[src/rtl/pipe_chain_pkg.sv]
// Shared pipeline constants: default chain geometry and the occupancy-counter width,
// used by both the stage datapath and the chain controller.
package pipe_chain_pkg;

   localparam int DEF_WIDTH       = 32;
   localparam int DEF_DEPTH       = 4;
   localparam int DEF_HOLD_STAGE  = 2;
   localparam int DEF_FLUSH_DEPTH = 2;

   // Enough bits to represent 0..depth valid stages.
   function automatic int cnt_width(input int depth);
      return $clog2(depth + 1);
   endfunction

endpackage

[src/rtl/pipe_chain_stage.sv]
// One pipeline slot: a valid bit plus payload register with load / unload / kill controls.
// Kill has priority, then load (covers load-while-emptying), then unload leaves a bubble.
module pipe_chain_stage
   import pipe_chain_pkg::*;
#(
   parameter int WIDTH = DEF_WIDTH
) (
   input  logic             clk,
   input  logic             reset,
   input  logic             load,
   input  logic             unload,
   input  logic             kill,
   input  logic [WIDTH-1:0] din,
   output logic             valid,
   output logic             valid_nxt,
   output logic [WIDTH-1:0] data
);

   always_comb begin
      valid_nxt = valid;
      if (kill) begin
         valid_nxt = 1'b0;
      end else if (load) begin
         valid_nxt = 1'b1;
      end else if (unload) begin
         valid_nxt = 1'b0;
      end
   end

   always_ff @(posedge clk) begin
      if (!reset) begin
         valid <= 1'b0;
         data  <= '0;
      end else begin
         valid <= valid_nxt;
         if (load && !kill) begin
            data <= din;
         end
      end
   end

endmodule

[src/rtl/pipe_chain.sv]
// Elastic in-order register chain with bubble collapse, a load-use style hold that
// injects a bubble at HOLD_STAGE, and a front-end flush of stages 0..FLUSH_DEPTH-1.
module pipe_chain
   import pipe_chain_pkg::*;
#(
   parameter int WIDTH       = DEF_WIDTH,
   parameter int DEPTH       = DEF_DEPTH,
   parameter int HOLD_STAGE  = DEF_HOLD_STAGE,
   parameter int FLUSH_DEPTH = DEF_FLUSH_DEPTH
) (
   input  logic                          clk,
   input  logic                          reset,
   input  logic                          in_valid,
   output logic                          in_ready,
   input  logic [WIDTH-1:0]              in_data,
   output logic                          out_valid,
   input  logic                          out_ready,
   output logic [WIDTH-1:0]              out_data,
   input  logic                          hold,
   input  logic                          flush,
   output logic [cnt_width(DEPTH)-1:0]   count
);

   localparam int CW = cnt_width(DEPTH);

   logic [DEPTH-1:0]            v;
   logic [DEPTH-1:0]            v_nxt;
   logic [DEPTH-1:0]            move;
   logic [DEPTH-1:0]            load;
   logic [DEPTH-1:0][WIDTH-1:0] data;
   logic [DEPTH-1:0][WIDTH-1:0] din;
   logic                        accept;

   function automatic logic [CW-1:0] popcount(input logic [DEPTH-1:0] bits);
      logic [CW-1:0] n;
      n = '0;
      for (int i = 0; i < DEPTH; i++) begin
         n = n + CW'(bits[i]);
      end
      return n;
   endfunction

   // Advance chain, resolved from the output backwards: a stage may move when the
   // stage ahead is empty or is itself moving this cycle.
   always_comb begin
      logic free;
      move = '0;
      free = out_ready;
      for (int i = DEPTH - 1; i >= 0; i--) begin
         move[i] = v[i] & free;
         if (hold && (i < HOLD_STAGE)) begin
            move[i] = 1'b0;
         end
         if (flush && (i == FLUSH_DEPTH - 1)) begin
            move[i] = 1'b0;
         end
         free = !v[i] | move[i];
      end
   end

   assign in_ready = (!v[0] | move[0]) & !hold & !flush & reset;
   assign accept   = in_valid & in_ready;

   assign load = {move[DEPTH-2:0], accept};
   assign din  = {data[DEPTH-2:0], in_data};

   for (genvar g = 0; g < DEPTH; g++) begin : g_stage
      pipe_chain_stage #(
         .WIDTH (WIDTH)
      ) u_stage (
         .clk       (clk),
         .reset     (reset),
         .load      (load[g]),
         .unload    (move[g]),
         .kill      (flush && (g < FLUSH_DEPTH)),
         .din       (din[g]),
         .valid     (v[g]),
         .valid_nxt (v_nxt[g]),
         .data      (data[g])
      );
   end

   assign out_valid = v[DEPTH-1];
   assign out_data  = v[DEPTH-1] ? data[DEPTH-1] : '0;

   always_ff @(posedge clk) begin
      if (!reset) begin
         count <= '0;
      end else begin
         count <= popcount(v_nxt);
      end
   end

endmodule

[config.mk]
export PLATFORM = sky130hd
export DESIGN_NAME = pipe_chain
export DESIGN_NICKNAME = d
export VERILOG_FILES = /design/src/rtl/pipe_chain_pkg.sv /design/src/rtl/pipe_chain_stage.sv /design/src/rtl/pipe_chain.sv
export SDC_FILE = /design/constraint.sdc
export NUM_CORES = 1
export LEC_CHECK = 0
export BUFFER_PORTS_ARGS = -buffer_cell sky130_fd_sc_hd__buf_4
export CAP_MARGIN = 25
export CORE_MARGIN = 8
export CORE_UTILIZATION = 45
export CTS_BUF_LIST = sky130_fd_sc_hd__clkbuf_4
export CTS_CLUSTER_SIZE = 16
export DETAILED_ROUTE_END_ITERATION = 7
export PLACE_DENSITY = 0.61
export SYNTH_ARGS = -nofsm -noshare
export SYNTH_HDL_FRONTEND = slang
export SYNTH_HIERARCHICAL = 1
export SYNTH_SLANG_ARGS = --single-unit
[constraint.sdc]
create_clock -name clk -period 2.7 [get_ports clk]
set_input_delay 0.54 -clock clk [delete_from_list [all_inputs] [get_ports clk]]
set_output_delay 0.54 -clock clk [all_outputs]
set_load 0.1 [all_outputs]
# Word-level counts from Yosys, hierarchy flattened
# Index checks and enable logic that the tools add are counted.
[classes]
add_sub_neg = 3
n_reduce_logical = 8
bitwise_logic = 12
muxes = 14
[op_table]
columns = ["cell", "n"]
rows = [
  ["$mux W32", 1],
  ["$mux W1", 13],
  ["$and A1 B1 Y1", 8],
  ["$logic_not A1 Y1", 6],
  ["$or A1 B1 Y1", 4],
  ["$add A2 B1 Y3", 1],
  ["$add A3 B1 Y3", 1],
  ["$add A1 B1 Y2", 1],
  ["$logic_and A1 B1 Y1", 2],
]
[totals]
word_cells = 46
reg_bits = 135
out_inout_bits = 37
input_bits = 38

# Logic depth before layout (Yosys ltp)
# Gate-level depths: netlist (run 1).
[logic_depth]
word_depth = 20
mapped_depth = 8
depth_no_buf = 8

# Modules after synthesis
# Netlist (run 1), hierarchy kept.
[by_module_without_submodules]
columns = ["mod", "n_inst", "seq_area_each_um2", "area_per_inst_um2", "cells_each"]
rows = [
  ["pipe_chain_stage", 4, 660.6, 1371.3, 146],
  ["pipe_chain", 1, 60.1, 431.7, 57],
]

# Worst setup path before layout (run 1)
# Ideal clock, no wire load.
[synth_timing]
kind = "register to output"
start = "reg g_stage[3].u_stage.valid"
end = "out in_ready"
t_arrival_ns = 2.657
stages_incl_launch_ff = 3
required_ns = 2.160
n_path_buf = 0
path_slack_ns = -0.497
path_cell_list = "dfxtp_1 and3b_1 a31oi_1"
[synth_between]
elab_chain_cells = 14
elab_cells_between_ends = 15
cone_classes = "3 x mux; 11 x bitwise; 1 x reduce/logical"
[synth_lines]
columns = ["element", "line_no", "text"]
rows = [
  ["from (decl)", "pipe_chain_stage.sv:14", "output logic valid,"],
  ["from (signal assigned)", "pipe_chain_stage.sv:35", "valid <= valid_nxt;"],
  ["$and A1 B1 Y1 or $logic_not A1 Y1 (tied branches)", "pipe_chain.sv:50, pipe_chain.sv:57", ""],
  ["$or A1 B1 Y1 (*)", "pipe_chain.sv:57", "free = !v[i] | move[i];"],
  ["$and A1 B1 Y1 (*)", "pipe_chain.sv:50", "move[i] = v[i] & free;"],
  ["$or A1 B1 Y1 (*)", "pipe_chain.sv:57", ""],
  ["$and A1 B1 Y1 (*)", "pipe_chain.sv:50", ""],
  ["$mux W1 (*)", "pipe_chain.sv:51", "if (hold && (i < HOLD_STAGE)) begin"],
  ["$mux W1 (*)", "pipe_chain.sv:54", "if (flush && (i == FLUSH_DEPTH - 1)) begin"],
  ["$or A1 B1 Y1 (*)", "pipe_chain.sv:57", ""],
  ["$and A1 B1 Y1 (*)", "pipe_chain.sv:50", ""],
  ["$mux W1 (*)", "pipe_chain.sv:51", ""],
  ["$or A1 B1 Y1 (*)", "pipe_chain.sv:61", "assign in_ready = (!v[0] | move[0]) & !hold & !flush & reset;"],
  ["$and A1 B1 Y1 (*) (3 in series)", "pipe_chain.sv:61", ""],
  ["to (decl)", "pipe_chain.sv:14", "output logic in_ready,"],
]
# Mark *: on every way between the ends. The rest lies on a longest branch, timed or not.

# Final worst setup path (run 1)
[layout_timing]
start = "reg g_stage[0].u_stage.valid"
end = "reg count[1]"
[layout_between]
elab_chain_cells = 12
elab_cells_between_ends = 16
cone_classes = "3 x add/sub; 6 x mux; 6 x bitwise; 1 x reduce/logical"
[layout_lines]
columns = ["element", "line_no", "text"]
rows = [
  ["from (decl)", "pipe_chain_stage.sv:14", ""],
  ["from (signal assigned)", "pipe_chain_stage.sv:35", ""],
  ["$and A1 B1 Y1 (*)", "pipe_chain.sv:50", ""],
  ["$mux W1 (*)", "pipe_chain.sv:51", ""],
  ["named net load[1]", "pipe_chain.sv:29", "logic [DEPTH-1:0] load;"],
  ["$or A1 B1 Y1", "pipe_chain.sv:61", ""],
  ["$and A1 B1 Y1 (3 in series)", "pipe_chain.sv:61", ""],
  ["$and A1 B1 Y1", "pipe_chain.sv:62", "assign accept = in_valid & in_ready;"],
  ["$mux W1 (*)", "pipe_chain_stage.sv:23", "end else if (load) begin"],
  ["$mux W1 (*)", "pipe_chain_stage.sv:21", "if (kill) begin"],
  ["named net v_nxt[0]", "pipe_chain.sv:27", "logic [DEPTH-1:0] v_nxt;"],
  ["$add A1 B1 Y2 (*)", "pipe_chain.sv:38", "n = n + CW'(bits[i]);"],
  ["$add A2 B1 Y3 (*)", "pipe_chain.sv:38", ""],
  ["$add A3 B1 Y3 (*)", "pipe_chain.sv:38", ""],
  ["to (signal assigned)", "pipe_chain.sv:90", "count <= popcount(v_nxt);"],
  ["to (decl)", "pipe_chain.sv:21", "output logic [cnt_width(DEPTH)-1:0] count"],
]
# The timed path passes the listed nets; every way through them passes the cells marked *.
# A chain may end at the register's enable or synchronous reset.

==> metrics.txt, run 1 <==
Power Total=3.24 mW; sequential area share after synthesis=0.457; LEAKAGE=2.34 nW; skew final=13.2 ps; FP Rows=42; Detailed Route Iter0 Violations=279; simple-gate area share of the yosys netlist=0.226; Longest Clk Path Bufs=2; commonest non-fill, non-tap cell in the layout=nand2_1; Mean Syn Cell Area=9.23 sq um; Final period util=0.931; Sequential cell area=2700 sq um; Clock transition at path regs=110 ps; Cells after Synth=641; measured slew at the worst slew-check pin=816 ps; CTS tree=built; Placer Congestion=0.735; largest fanout on the critical path=5; I/O Pins=75; average wire per standard cell=12.4 um; grt peak-use layer=met1; # DRC=0; total track usage=0.136; RR Startpoint=g_stage[0].u_stage/valid; EDFF count, synth=0; slowest CP cell=dfxtp_1; compound-gate portion of the synthesized area=0.0131; hold path startpoint=in_data[23]; layout cell share with drive strength beyond 1=0.176; worst-skew pair later-pin latency=490 ps; Synth Flop Type=dfxtp_1; Fmax achieved=398 MHz; largest net degree at the start of global routing=121; I/O Buffers=74; status=finished clean; effective utilization at floorplan=0.454; Syn-to-layout area delta=12.9%; RSZ-0062 raised after global routing=false; VDD IR-drop max=0.220 mV; YS warnings=6; endpoints failing hold=0; dpl ws=-79.0 ps; Pre-Repair DR Iteration Count=4; most frequent CP cell=ha_1; core box area=13000 sq um; dpl hpwl=7.71 mm; Final nets=748; hold slack final=293 ps; # resized after CTS=0; vias in the first global route=3887; Slew Viols, Final=0; H-Tree Depth=4; global-route wire length before repair=18.6 mm; asr flop ratio synth=0; overall routed net length=11.1 mm; Layout Cells excl Fill=893; Clock Tree Root=clkbuf_4; number of setup buffers added after CTS=0; CP arrival=2900 ps; CP startpoint=g_stage[0].u_stage/valid; CP endpoint kind=flop; routed vias=4012; Vias per Instance=4.49; PwrDens=485 nW/um^2; placed cells=863; area of the multi-input gates=2770 sq um; Synth cell types=25; Synth Register Bits=135; post-synthesis xor/xnor area fraction=0; M3 GR Usage=0.0507; CTS Buf Count=17; chip height=131 um; Fillers=1281; met2 Use GR=0.178; kind of critical path=reg2reg; Die X-Extent=131 um; most frequent cells in the layout=nand2_1 (256), dfxtp_1 (134), mux2i_1 (128); Max stage delay on crit path=440 ps; post-synthesis mux area share=0.217; worst path cell trace=or3b_1, o32ai_1, nand2b_1, a21oi_1, ha_1, fa_1, ha_1, and2_1; combinational family with the most area after synthesis=simple AND/OR/NAND/NOR gates; met1 Use GR=0.199; Die Area=17100 sq um; Slew HR=0.456; antenna violations before repair=1; Mapped Area=5920 sq um; grt total ovfl=0; TritonCTS Sinks=135; CTS Hold Bufs=0; Tmin final=2510 ps; r2r setup slk=190 ps; startpoint types=flop; MaxCap Viol Count=0; Final WS setup=186 ps; worst hold-check path type=in2reg; endpoints failing setup=0; synthesized-area fraction occupied by adder cells=0.00761; Antenna Nets Post-Route=0; worst path required time=3090 ps
-- worst max-delay path, delay by kind of cell (launching register included) --
family | cells | cell delay [ps]
AO/OA/AOI/OAI | 2 | 320
flip-flops | 1 | 440
adder cells (fa/ha/maj) | 3 | 960
AND/OR/NAND/NOR | 3 | 710
-- Yosys cell counts, types with 2 or more instances --
| cell | instances | area (sq um) |
|---|---|---|
| a21oi_1 | 8 | 40.0 |
| nor2b_4 | 4 | 55.1 |
| buf_12 | 12 | 240 |
| nand2b_1 | 4 | 25.0 |
| and2_1 | 36 | 225 |
| buf_2 | 20 | 100 |
| buf_4 | 4 | 30.0 |
| dfxtp_1 | 135 | 2700 |
| buf_6 | 4 | 45.0 |
| mux2i_1 | 128 | 1280 |
| clkbuf_1 | 7 | 26.3 |
| nand2b_2 | 4 | 35.0 |
| ha_1 | 2 | 25.0 |
| nand2_1 | 256 | 961 |
| inv_1 | 7 | 26.3 |
-- final cells by class --
cell class	instances	area share
diodes	1	0.000375
repair buffers	89	0.111
clock buffers	20	0.0225
flip-flops and latches	135	0.405
inverters	7	0.00393
clock inverters	8	0.00918
well taps	176	0.0330
multi-input cells	457	0.415
-- power by group --
part           switching [mW]  internal [mW]  leakage, nW
registers             0.00410           2.00         1.09
clock network           0.626          0.453        0.126
logic                  0.0935         0.0657         1.13
total                   0.724           2.51         2.34
-- registers in the layout, summed over array words and instances (netlist names) --
register               count
count                      3
g_stage.u_stage/data     128
g_stage.u_stage/valid      4
-- stage by stage --
| step | instance area (sq um) | TNS (ps) | util |
|---|---|---|---|
| 6_report | 6680 | 0 | 0.512 |
| 5_1_grt | 6680 | 0 | 0.512 |
| 3_5_place_dp | 6440 | -79.0 | 0.494 |
| 3_3_place_gp | 6440 | -13.1 | 0.494 |
| 2_1_floorplan | 5940 | 0 | - |
| 4_1_cts | 6650 | 0 | 0.510 |
-- layer usage --
metal	share of wire	up-vias	wire length (um)
li1	-	2168	-
met1	0.55	1754	6050
met2	0.38	79	4220
met5	0	-	0
met4	0.011	0	124
met3	0.064	11	708
-- worst paths after layout --
| path | to | cells past startpoint |
|---|---|---|
| setup / recovery | count[1] | 8 |
| hold / removal | g_stage[0].u_stage/data[23] | 3 |
| setup reg to reg | count[1] | 8 |
| hold reg to reg | g_stage[3].u_stage/data[24] | 2 |
-- cell families (layout without fill, tap and decap cells) --
kind of cell / Yosys count / count (layout)
AO/OA/AOI/OAI: 12 / 12
adder cells (fa/ha/maj): 3 / 3
buffers and inverters: 54 / 124
flip-flops: 135 / 135
multiplexers: 128 / 128
other: 1 / 7
AND/OR/NAND/NOR: 308 / 308
(Power assumes the default switching activity.)
==> run 2: changes to the inputs <==
--- a/config.mk
+++ b/config.mk
@@ -6,13 +6,15 @@
 export NUM_CORES = 1
 export LEC_CHECK = 0
 export BUFFER_PORTS_ARGS = -buffer_cell sky130_fd_sc_hd__buf_4
-export CAP_MARGIN = 25
+export CAP_MARGIN = 20
 export CORE_MARGIN = 8
 export CORE_UTILIZATION = 45
 export CTS_BUF_LIST = sky130_fd_sc_hd__clkbuf_4
 export CTS_CLUSTER_SIZE = 16
 export DETAILED_ROUTE_END_ITERATION = 7
 export PLACE_DENSITY = 0.61
+export RECOVER_POWER = 50
+export SLEW_MARGIN = 30
 export SYNTH_ARGS = -nofsm -noshare
 export SYNTH_HDL_FRONTEND = slang
 export SYNTH_HIERARCHICAL = 1
==> run 2 against run 1 <==
Net effect:
- the flow now finishes with violations (capacitance limit, slew limit)
- sequential share of layout area grew 0.63 points
- via count shrank 0.20%
- core utilization shrank 0.81 points
- sequential power is essentially flat
- die area is the same
- count of clock-buffer cells in the layout is the same
- total power shrank 0.21%
- register-to-register slack is essentially flat
- final area shrank 1.6%
- maximum frequency grew 0.31%
- first-iteration DRC count shrank 2.9%
==> metrics.txt, run 2 (synthesis gave the netlist of run 1 again) <==
FF-to-FF End=count[1]; effective utilization at floorplan=0.454 (unchanged); CP endpoint kind=flop; slowest CP cell=dfxtp_1; Max stage delay on crit path=420 ps (-20 ps); VDD IR-drop max=0.218 mV (-1.0%); RR Startpoint=g_stage[0].u_stage/valid; vias in the first global route=3887 (unchanged); r2r setup slk=190 ps (about the same); MaxCap Viol Count=1 (+1); Detailed Route Iter0 Violations=271 (-2.9%); Sequential cell area=2700 sq um (about the same); Syn-to-layout area delta=11.1%; endpoints failing hold=0 (unchanged); Slew HR=-0.0623 (-0.518); CTS tree=built; PwrDens=492 nW/um^2 (+1.4%); status=complete, but fails checks; CTS Hold Bufs=0 (unchanged); dpl hpwl=7.71 mm (unchanged); H-Tree Depth=4 (unchanged); layout cell share with drive strength beyond 1=0.165 (-0.0109); CP arrival=2890 ps (about the same); grt total ovfl=0 (unchanged); total track usage=0.136 (unchanged); largest net degree at the start of global routing=121 (unchanged); final instance area=6570 sq um (-1.6%); Die X-Extent=131 um (unchanged); worst hold-check path type=in2reg; Clock Tree Root=clkbuf_4; placed cell area=6440 sq um (unchanged); kind of critical path=reg2reg; most frequent cells in the layout=nand2_1 (256), dfxtp_1 (135), mux2i_1 (128); Vias per Instance=4.49 (about the same); largest fanout on the critical path=5 (unchanged); endpoints failing setup=0 (unchanged); skew final=12.6 ps (-0.562 ps); Placer Congestion=0.735 (unchanged); Fmax achieved=399 MHz (+0.31%); number of flip-flops in the largest register=128 (unchanged); area of the multi-input gates=2760 sq um (-0.50%); Clock transition at path regs=110 ps (about the same); number of setup buffers added after CTS=0 (unchanged); Setup TNS Final=0 ps (unchanged); LEAKAGE=2.30 nW (-1.8%); measured slew at the worst slew-check pin=1590 ps (+777 ps); global-route wire length before repair=18.6 mm (unchanged); Die Area=17100 sq um (unchanged); core box area=13000 sq um (unchanged); most frequent CP cell=ha_1; # resized after CTS=0 (unchanged); WHS Path Cells=3 (unchanged); worst-skew pair later-pin latency=490 ps (about the same); chip height=131 um (unchanged); worst path required time=3080 ps (about the same); # DRC=0 (unchanged); Worst Hold End=g_stage[0].u_stage/data[23]; startpoint types=flop; Layout Cells excl Fill=892 (-0.11%); Antenna Nets Post-Route=0 (unchanged); Fillers=1297 (+1.2%); R2R depth=8 (unchanged); TritonCTS Sinks=135 (unchanged); RSZ-0062 raised after global routing=false; Final nets=747 (-0.13%); failing checks=capacitance limit, slew limit; Final period util=0.928 (-0.00285); largest registers=g_stage.u_stage/data (128), g_stage.u_stage/valid (4), count (3); hold slack final=291 ps (-1.26 ps); Slew Viols, Final=93 (+93); routed vias=4004 (-0.20%); antenna violations before repair=1 (unchanged); Longest Clk Path Bufs=2 (unchanged); I/O Pins=75 (unchanged); placed cells=863 (unchanged); Pre-Repair DR Iteration Count=4 (unchanged); average wire per standard cell=12.5 um (+0.32%); CTS Buf Count=17 (unchanged); worst path cell trace=or3b_1, o32ai_1, nand2b_1, a21oi_1, ha_1, fa_1, ha_1, and2_1; I/O Buffers=74 (unchanged); commonest non-fill, non-tap cell in the layout=nand2_1; Tmin final=2510 ps (-7.70 ps); Reg with most FFs=g_stage.u_stage/data; hold path startpoint=in_data[23]; FP Rows=42 (unchanged); overall routed net length=11.1 mm (+0.21%)
run 2: cell types whose count changed in the layout (fill, tap and decap cells not counted), sizes merged:
cell	change
buf	-9
clkbuf	+8
run 2: worst max-delay path by stage:
stage                     slack, ps  cells after the start                         end                startpoint
final                           190                      8                    count[1]  g_stage[0].u_stage/valid
after global routing             40                      5  g_stage[1].u_stage/data[2]                     reset
after CTS                       200                      8                    count[1]  g_stage[0].u_stage/valid
after detailed placement        -80                      9                    count[1]                      hold
after global placement          -10                      9                    count[1]                      hold
after floorplan                 130                      8                    count[1]  g_stage[3].u_stage/valid
run 2: routing by layer:
metal | up-vias | routed length [um] | GRT usage
li1 | 2167 | - | -
met1 | 1749 | 6150 | 0.199
met2 | 77 | 4190 | 0.178
met3 | 11 | 673 | 0.0507
met4 | 0 | 119 | 0.0446
met5 | - | 0 | 0
run 2: stage by stage:
step | util | worst slack, ps | power (mW)
finish | 0.504 | 194 | 3.23
global route | 0.504 | 44.8 | 3.39
CTS | 0.510 | 196 | 3.28
detailed placement | 0.494 | -79.0 | 2.20
global placement | 0.494 | -13.1 | 2.20
floorplan | - | 134 | 2.15
run 2: worst max-delay path, delay by kind of cell (launching register included):
family | cells | cell delay, ps
flops | 1 | 420
fa+ha+maj | 3 | 960
simple gates | 3 | 710
compound gates | 2 | 310
run 2: layout make-up:
class,count,share of cell area
repair buffers,88,0.0992
inverters,7,0.00400
flip-flops and latches,135,0.411
multi-input cells,457,0.420
clock buffers,20,0.0228
diodes,1,0.000381
well taps,176,0.0335
clock inverters,8,0.00933
run 2: report_power, final:
| part | leakage (nW) | internal [mW] | switching (mW) |
|---|---|---|---|
| registers | 1.09 | 2.00 | 0.00406 |
| clock network | 0.126 | 0.453 | 0.627 |
| logic | 1.09 | 0.0596 | 0.0921 |
==> run 3: changes to the inputs <==
--- a/config.mk
+++ b/config.mk
@@ -12,7 +12,7 @@
 export CTS_BUF_LIST = sky130_fd_sc_hd__clkbuf_4
 export CTS_CLUSTER_SIZE = 16
 export DETAILED_ROUTE_END_ITERATION = 7
-export PLACE_DENSITY = 0.61
+export PLACE_DENSITY = 0.63
 export RECOVER_POWER = 50
 export SLEW_MARGIN = 30
 export SYNTH_ARGS = -nofsm -noshare
==> constraint.sdc (replaced) <==
create_clock -name clk -period 2.2 [get_ports clk]
set_input_delay 0.44 -clock clk [delete_from_list [all_inputs] [get_ports clk]]
set_output_delay 0.44 -clock clk [all_outputs]
set_load 0.1 [all_outputs]
==> run 3 against run 2 <==
Net effect:
- the flow finishes with violations (setup timing)
- worst setup slack lost 280 ps
- flip-flop and latch count stayed put
- clock skew hardly changed
- maximum frequency up 9.8%
- combinational power grew 28%
==> metrics.txt, run 3 (synthesis gave the netlist of run 1 again) <==
final instance area=6720 sq um (+2.3%); FP Rows=42 (unchanged); global-route wire length before repair=19.1 mm (+2.4%); CTS tree=built; overall routed net length=11.5 mm (+2.9%); layout cell share with drive strength beyond 1=0.191 (+0.0261); largest fanout on the critical path=4 (-1); routed vias=4085 (+2.0%); Vias per Instance=4.54 (+1.2%); skew final=13.0 ps (+0.377 ps); largest registers=g_stage.u_stage/data (128), g_stage.u_stage/valid (4), count (3); vias in the first global route=3948 (+1.6%); Final nets=750 (+0.40%); number of flip-flops in the largest register=128 (unchanged); Slew Viols, Final=0 (-100%); status=complete, but fails checks; Syn-to-layout area delta=13.6%; VDD IR-drop max=0.243 mV (+12%); chip height=131 um (unchanged); Antenna Nets Post-Route=0 (unchanged); effective utilization at floorplan=0.454 (unchanged); Tmin final=2280 ps (-225 ps); measured slew at the worst slew-check pin=935 ps (-658 ps); Placer Congestion=0.720 (-2.1%); Max stage delay on crit path=370 ps (-50 ps); TritonCTS Sinks=135 (unchanged); worst path required time=2610 ps (-470 ps); met3 wire length=686 um (+1.9%); largest net degree at the start of global routing=104 (-14%); worst hold-check path type=in2reg; slowest CP cell=fa_2; Slew HR=0.377 (+0.439); Final WS setup=-81.5 ps (-275 ps); placed cell area=6470 sq um (+0.60%); failing checks=setup timing; Reg with most FFs=g_stage.u_stage/data; LEAKAGE=2.32 nW (+0.86%); grt total ovfl=0 (unchanged); I/O Buffers=74 (unchanged); most frequent CP cell=ha_4; Power Total=4.12 mW (+27%); Met2 Wirelength=4.40 mm (+4.9%); most frequent cells in the layout=nand2_1 (256), dfxtp_1 (134), mux2i_1 (128); Final period util=1.04 (+0.109); RSZ-0062 raised after global routing=true; worst path cell trace=and3b_2, a311oi_2, inv_1, a21oi_2, ha_4, fa_2, ha_4, and2_4; H-Tree Depth=4 (unchanged); kind of critical path=reg2reg; WP buf/inv=1 (+1); worst-skew pair later-pin latency=520 ps (+30 ps); max layer used=met4; Metal-1 WL=6.29 mm (+2.4%); CP endpoint kind=flop; endpoints failing hold=0 (unchanged); Layout Cells excl Fill=899 (+0.78%); core box area=13000 sq um (unchanged); CP arrival=2690 ps (-200 ps); Detailed Route Iter0 Violations=312 (+15%); Longest Clk Path Bufs=2 (unchanged); dpl hpwl=7.80 mm (+1.2%); commonest non-fill, non-tap cell in the layout=nand2_1; # DRC=0 (unchanged); Die X-Extent=131 um (unchanged); antenna violations before repair=1 (unchanged); Clock transition at path regs=120 ps (about the same); placed cells=864 (+0.12%); startpoint types=flop; average wire per standard cell=12.7 um (+2.1%); CTS Buf Count=17 (unchanged); final core utilization=0.516 (+0.0114); dpl ws=-351 ps (-272 ps); Die Area=17100 sq um (unchanged); total track usage=0.140 (+0.00359); MaxCap Viol Count=0 (-1); endpoints failing setup=2 (+2); Fmax achieved=438 MHz (+9.8%); CP delay by family, top=adder cells; PwrDens=612 nW/um^2 (+25%); Clock Tree Root=clkbuf_4; I/O Pins=75 (unchanged); Pre-Repair DR Iteration Count=5 (+1)
-- run 3: changes by cell type in the layout (fill, tap and decap cells not counted), moves of 3 or more --
cell,delta
clkbuf_1,-3
buf_4,+4
clkinvlp_4,+6
clkinv_2,-3
clkinv_4,+3
-- run 3: per-stage QoR --
step / hold slack [ps] / setup TNS, ps
after global routing: 112 / -518
after floorplan: 430 / -179
after detailed placement: 443 / -11960
after global placement: 440 / -9190
final: 164 / -98.5
after CTS: 91.1 / -20.3
-- run 3: area by class of cell --
class / instances / area (sq um)
antenna: 1 / 2.50
clock buffer: 17 / 128
clock inverter: 15 / 131
fill: 1318 / 6310
inverter: 7 / 26.3
multi-input combinational: 457 / 2820
sequential: 135 / 2710
tap: 176 / 220
timing repair buffer: 91 / 688
-- run 3: worst register-to-register path: cells and delay by family (launching register included) --
family / cells / cell delay [ps]
AO/OA/AOI/OAI: 2 / 510
adder cells (fa/ha/maj): 3 / 820
buffers and inverters: 1 / 110
flip-flops: 1 / 350
AND/OR/NAND/NOR: 2 / 400
-- run 3: path summary, 6_finish.rpt --
kind	depth (start not counted)	endpoint	start	slack [ps]
max reg2reg	8	count[1]	g_stage[3].u_stage/valid	-80
min reg2reg	2	g_stage[3].u_stage/data[8]	g_stage[3].u_stage/data[8]	460
min	3	g_stage[0].u_stage/data[9]	in_data[9]	160
max	8	count[1]	g_stage[3].u_stage/valid	-80
-- run 3: layer usage --
metal	global-route usage	vias to the layer above
met3	0.0471	4
li1	-	2183
met2	0.190	96
met4	0.0506	0
met1	0.199	1802
met5	0	-
-- run 3: report_power, final --
group | switching [mW] | internal, mW | leakage [nW]
logic | 0.117 | 0.0783 | 1.11
registers | 0.00468 | 2.45 | 1.09
clock network | 0.908 | 0.559 | 0.122
-- run 3: what timing repair did --
action	4_1_cts	5_1_grt
setup endpoints to repair	2	6
hold buffers	0	0
buffers inserted	1	1
resized for setup	5	4
pin swaps	1	4
